===== src/rtl/seven_segment_pkg.sv =====
// rtl/seven_segment_pkg.sv - segment patterns and pattern type shared by the display logic
package seven_segment_pkg;

    // Bit order {g,f,e,d,c,b,a}, active-high (1 = segment lit)
    typedef logic [6:0] seg_t;

    localparam seg_t SEG_0     = 7'h3F;
    localparam seg_t SEG_1     = 7'h06;
    localparam seg_t SEG_2     = 7'h5B;
    localparam seg_t SEG_3     = 7'h4F;
    localparam seg_t SEG_4     = 7'h66;
    localparam seg_t SEG_5     = 7'h6D;
    localparam seg_t SEG_6     = 7'h7D;
    localparam seg_t SEG_7     = 7'h07;
    localparam seg_t SEG_8     = 7'h7F;
    localparam seg_t SEG_9     = 7'h6F;
    localparam seg_t SEG_BLANK = 7'h00;

    localparam int unsigned NUM_W = 5;
    localparam int unsigned BCD_W = 4;

    // Mask applied after encoding; all-ones flips to common-anode drive
    function automatic seg_t polarity_mask(input bit active_low);
        return active_low ? 7'h7F : 7'h00;
    endfunction

endpackage


===== src/rtl/seg7_digit_encoder.sv =====
// rtl/seg7_digit_encoder.sv - combinational 4-bit BCD to active-high 7-segment pattern
module seg7_digit_encoder
    import seven_segment_pkg::*;
(
    input  logic [3:0] bcd,
    output logic [6:0] seg
);

    always_comb begin
        seg = SEG_BLANK;
        unique case (bcd)
            4'd0:    seg = SEG_0;
            4'd1:    seg = SEG_1;
            4'd2:    seg = SEG_2;
            4'd3:    seg = SEG_3;
            4'd4:    seg = SEG_4;
            4'd5:    seg = SEG_5;
            4'd6:    seg = SEG_6;
            4'd7:    seg = SEG_7;
            4'd8:    seg = SEG_8;
            4'd9:    seg = SEG_9;
            // 10..15 cannot come from the splitter but stay dark rather than show garbage
            default: seg = SEG_BLANK;
        endcase
    end

endmodule


===== src/rtl/seven_segment_disp.sv =====
// rtl/seven_segment_disp.sv - registered two-digit 7-segment driver for a 0..31 value; LEADING_ZERO_BLANK_EN blanks a zero tens digit
module seven_segment_disp
    import seven_segment_pkg::*;
#(
    parameter bit ACTIVE_LOW = 1'b0
) (
    input  logic       clk,
    input  logic       rst_n,
    input  logic       en,
    input  logic [4:0] number,
    output logic [6:0] tens_digit,
    output logic [6:0] ones_digit
);

    localparam seg_t POL_MASK = polarity_mask(ACTIVE_LOW);
    localparam seg_t OFF_PAT  = SEG_BLANK ^ POL_MASK;

    logic [1:0] tens_val;
    logic [4:0] tens_times_ten;
    logic [4:0] ones_full;
    logic [3:0] tens_bcd;
    logic [3:0] ones_bcd;
    seg_t       tens_enc;
    seg_t       ones_enc;
    seg_t       tens_shown;
    seg_t       tens_next;
    seg_t       ones_next;

    // Range compare instead of a divider: the quotient can only be 0..3
    always_comb begin
        tens_val       = 2'd0;
        tens_times_ten = 5'd0;
        if (number >= 5'd30) begin
            tens_val       = 2'd3;
            tens_times_ten = 5'd30;
        end else if (number >= 5'd20) begin
            tens_val       = 2'd2;
            tens_times_ten = 5'd20;
        end else if (number >= 5'd10) begin
            tens_val       = 2'd1;
            tens_times_ten = 5'd10;
        end
    end

    assign ones_full = number - tens_times_ten;
    assign ones_bcd  = ones_full[3:0];
    assign tens_bcd  = {2'b00, tens_val};

    seg7_digit_encoder u_tens_enc (
        .bcd (tens_bcd),
        .seg (tens_enc)
    );

    seg7_digit_encoder u_ones_enc (
        .bcd (ones_bcd),
        .seg (ones_enc)
    );

`ifdef LEADING_ZERO_BLANK_EN
    assign tens_shown = (tens_val == 2'd0) ? SEG_BLANK : tens_enc;
`else
    assign tens_shown = tens_enc;
`endif

    assign tens_next = tens_shown ^ POL_MASK;
    assign ones_next = ones_enc ^ POL_MASK;

    always_ff @(posedge clk or negedge rst_n) begin
        if (!rst_n) begin
            tens_digit <= OFF_PAT;
            ones_digit <= OFF_PAT;
        end else if (en) begin
            tens_digit <= tens_next;
            ones_digit <= ones_next;
        end
    end

endmodule


===== config.mk =====
export PLATFORM = sky130hd
export DESIGN_NAME = seven_segment_disp
export DESIGN_NICKNAME = d
export VERILOG_FILES = /design/src/rtl/seven_segment_pkg.sv /design/src/rtl/seg7_digit_encoder.sv /design/src/rtl/seven_segment_disp.sv
export SDC_FILE = /design/constraint.sdc
export NUM_CORES = 1
export LEC_CHECK = 0
export CORE_MARGIN = 2
export CORE_UTILIZATION = 42
export CTS_CLUSTER_DIAMETER = 150
export CTS_CLUSTER_SIZE = 20
export DETAILED_ROUTE_END_ITERATION = 7
export GPL_ROUTABILITY_DRIVEN = 0
export PLACE_DENSITY = 0.83
export SLEW_MARGIN = 0
export SYNTH_ARGS = -nofsm -noshare
export SYNTH_HDL_FRONTEND = slang
export SYNTH_SLANG_ARGS = --single-unit

===== constraint.sdc =====
create_clock -name clk -period 1.13 [get_ports clk]
set_clock_uncertainty 0.1 [all_clocks]
set_input_delay 0.339 -clock clk [delete_from_list [all_inputs] [get_ports clk]]
set_output_delay 0.339 -clock clk [all_outputs]
set_load 0.01 [all_outputs]

==> impl_metrics.csv <==
group,metric,value,unit
run_status,outcome,"complete, but fails checks",
run_status,violations,"negative setup slack",
route,via_count,1026,
route,wl,3364,um
clock_tree,clock_sinks,13,
power,p_total,1.763,mW
yosys,syn_area_per_cell,9.568,um2
route,ant_nets,0,
setup_path,cpLargestDelayFamily,"adder cells",
die,io_pins,22,
yosys,syn-cell-area,813.3,um2
timing,min_period,2.236,ns
final_layout,mostFrequentLayoutCells,"buf_4 (37), buf_6 (13), dfrtp_1 (13)",
setup_path,crit_path_frequent_cell,"buf_6",
die,initial_utilization,45.61,%
timing,post-route-period-util,197.9,%
die,die_y,48.01,um
setup_path,r2r-start,"ones_digit[6]",
setup_path,critical_path_class,"in -> reg",
yosys,synth-compound-area-share,19.23,%
power,netSwitchingPower,0.6062,mW
power,seq_power_share,33.1,%
setup_path,crit_slowest_cell,"fa_2",
yosys,synthCells,85,
final_layout,multiInputGateArea,566.8,um2
timing,rsz0062_at_grt,"yes",
route,first_pass_iters,4,
yosys,yosys.area_share.xor_xnor,0,%
final_layout,n_antenna_cell,0,
timing,setup_viol,21,
placed_design,place.port_buffers,21,
final_layout,final_common_cell,"buf_4",
clock_tree,cts_hold_buf,0,
die,die_area,0.002304,mm2
die,fp.coreArea,0.001783,mm2
power,peakVddDrop,0.9403,mV
grt,antenna_found_initial,0,
power,internal_power,1.157,mW
clock_tree,root_buffer,"clkbuf_4",
final_layout,regArea,325.3,um2
yosys,yosys_warnings,0,
yosys,yosys.area_share.simple,17.69,%
setup_path,crit_path_start_kind,"primary input",
run,cap_violations,0,
setup_path,critPathMaxFanout,7,
placed_design,place.detailed.hpwl,1758,um
placed_design,placed_cells,157,
yosys,ys_seq_elements,13,
setup_path,worstSetupEndpointType,"flop",
setup_path,cp-startpoint,"number[2]",
setup_path,path_cells,"buf_8 > inv_4 > maj3_2 > o21ai_2 > ha_2 > fa_2 > buf_6 > buf_6 > nand3_4 > a21oi_4 > a311o_1",
final_layout,finalNonFillerCells,176,
die,rows,15,
setup_path,worst-path-stages,11,
power,power_per_cell_area,1146,mW/mm2
grt,grt_start_max_net_pins,14,
setup_path,worstPathRequired,1.20,ns
setup_path,ff2ff_setup_slack,-0.09,ns
clock_tree,cts_max_level,1,
setup_path,slowest_delay,0.45,ns
grt,grt_pass1_vias,1007,
timing,worst_pin_slew,0.3998,ns
worst_hold_path,hold_path_class,"in -> async",
yosys,synth_flop_cell,"dfrtp_1",
clock_tree,cts.clk_slew.worst_paths,0.08,ns
route,detail_route.iter0.violations,29,
clock_tree,numCtsBuffers,3,
yosys,synth_async_sr_flop_share,100.0,%
placed_design,dpl_worst_slack,-1.920,ns
grt,grt_overflow,0,
placed_design,dpl-instance-area,0.001308,mm2
final_layout,drive_above_1_share,64.24,%
grt,grt_use_total,29.33,%
final_layout,fillers,90,
timing,setup_ws,-1.106,ns
final_layout,design_area,0.001539,mm2
setup_path,worstSetupEndpoint,"ones_digit[6]",
route,viasPerCell,5.830,
setup_path,rr_worst_depth,3,
timing,slew_headroom,73.35,%
timing,slew_violations,0,
yosys,synth.distinct_cells,34,
grt,grt_pass1_wl,4471,um
setup_path,worstPathArrival,2.31,ns
power,pwr-share-clk,17.1,%
clock_tree,worstSkewPairLatency,0.28,ns
route,wl_per_cell,19.11,um
timing,hold_viol,0,
final_layout,area.growth.synth_to_final,89.23,%
clock_tree,cts_max_path_buffers,2,
yosys,synth_mux_area_share,2.615,%
yosys,syn_nets,101,
yosys,synth-edff-count,0,
power,leakagePower,0.7439,nW
yosys,synth-adder-area-share,14.46,%
yosys,ys_seq_area_share,40.00,%
die,die_w,48.01,um
clock_tree,tritoncts,"built",
yosys,synth_top_family_by_area,"compound AO/OA/AOI/OAI gates",
final_layout,fin_nets,168,
setup_path,r2r_end,"ones_digit[6]",
power,pwr-share-comb,49.9,%
setup_path,cp.buffers_inverters,4,
route,drc,0,
timing,fmax,447.3,MHz
power,p_sw_share,34.38,%
[synth_stat cells, types with 2 or more instances]
library cell | number | area share (%)
dfrtp_1 | 13 | 40
a211o_1 | 2 | 2.2
and4_2 | 2 | 2.5
nand2_1 | 6 | 2.8
inv_1 | 7 | 3.2
a221oi_1 | 2 | 2.2
a21oi_1 | 3 | 1.8
and3_1 | 2 | 1.5
clkbuf_1 | 2 | 0.92
nand3_1 | 3 | 1.8
a31oi_1 | 3 | 2.3
o21ai_0 | 5 | 3.1
nor2_1 | 8 | 3.7
ha_1 | 7 | 11
[per-stage QoR]
stage | util, % | hold WS (ns) | TNS, ns
3_3_place_gp | 73.33 | 0.3500 | -18.24
4_1_cts | 79.30 | 0.2950 | -8.670
5_1_grt | 86.32 | 0.2902 | -10.10
6_report | 86.32 | 0.2927 | -9.271
2_1_floorplan | - | -0.05659 | -7.936
3_5_place_dp | 73.33 | 0.3576 | -19.12
[area by class of cell]
| class | instances | share of cell area [%] |
|---|---|---|
| multi-input combinational | 60 | 36.83 |
| clock buffer | 4 | 1.707 |
| tap | 25 | 2.033 |
| inverter | 8 | 2.602 |
| timing repair buffer | 66 | 35.69 |
| sequential | 13 | 21.14 |
[routing by layer]
metal	part of all wire (%)	vias to the layer above	track usage [%]
met5	0	-	0
met4	6.1	0	18.92
met3	6.7	25	4.906
met2	51	69	49.07
met1	36	486	34.43
li1	-	446	-
[registers in the layout, indices dropped and copies added, names as in the netlist]
register	cells
tens_digit	6
ones_digit	7
[worst min path at each step]
stage,start,endpoint,cells past startpoint
after detailed placement,tens_digit[1],tens_digit[1],1
after global routing,rst_n,tens_digit[1],2
after floorplan,rst_n,ones_digit[0],0
after global placement,tens_digit[1],tens_digit[1],1
after CTS,rst_n,ones_digit[2],2
final,rst_n,ones_digit[2],2
[power groups by stage]
stage | sequential (mW) | combinational, mW | clock [mW]
2_1_floorplan | 0.621 | 0.263 | 0
3_3_place_gp | 0.584 | 0.654 | 0
3_5_place_dp | 0.591 | 0.675 | 0
4_1_cts | 0.576 | 0.722 | 0.308
5_1_grt | 0.592 | 0.935 | 0.329
6_report | 0.583 | 0.880 | 0.301
[repair_timing]
item | 4_1_cts | 5_1_grt
endpoints found under the setup margin | 27 | 25
setup buffers | 11 | 5
pin swaps | 15 | 15
resized for setup | 98 | 21
[kinds of logic after synthesis]
| kind of cell | Yosys count |
|---|---|
| fa+ha+maj | 9 |
| buf+inv | 12 |
| simple gates | 27 |
| flops | 13 |
| compound gates | 22 |
| mux | 2 |
Note: power is estimated with default switching activity, not from simulation.
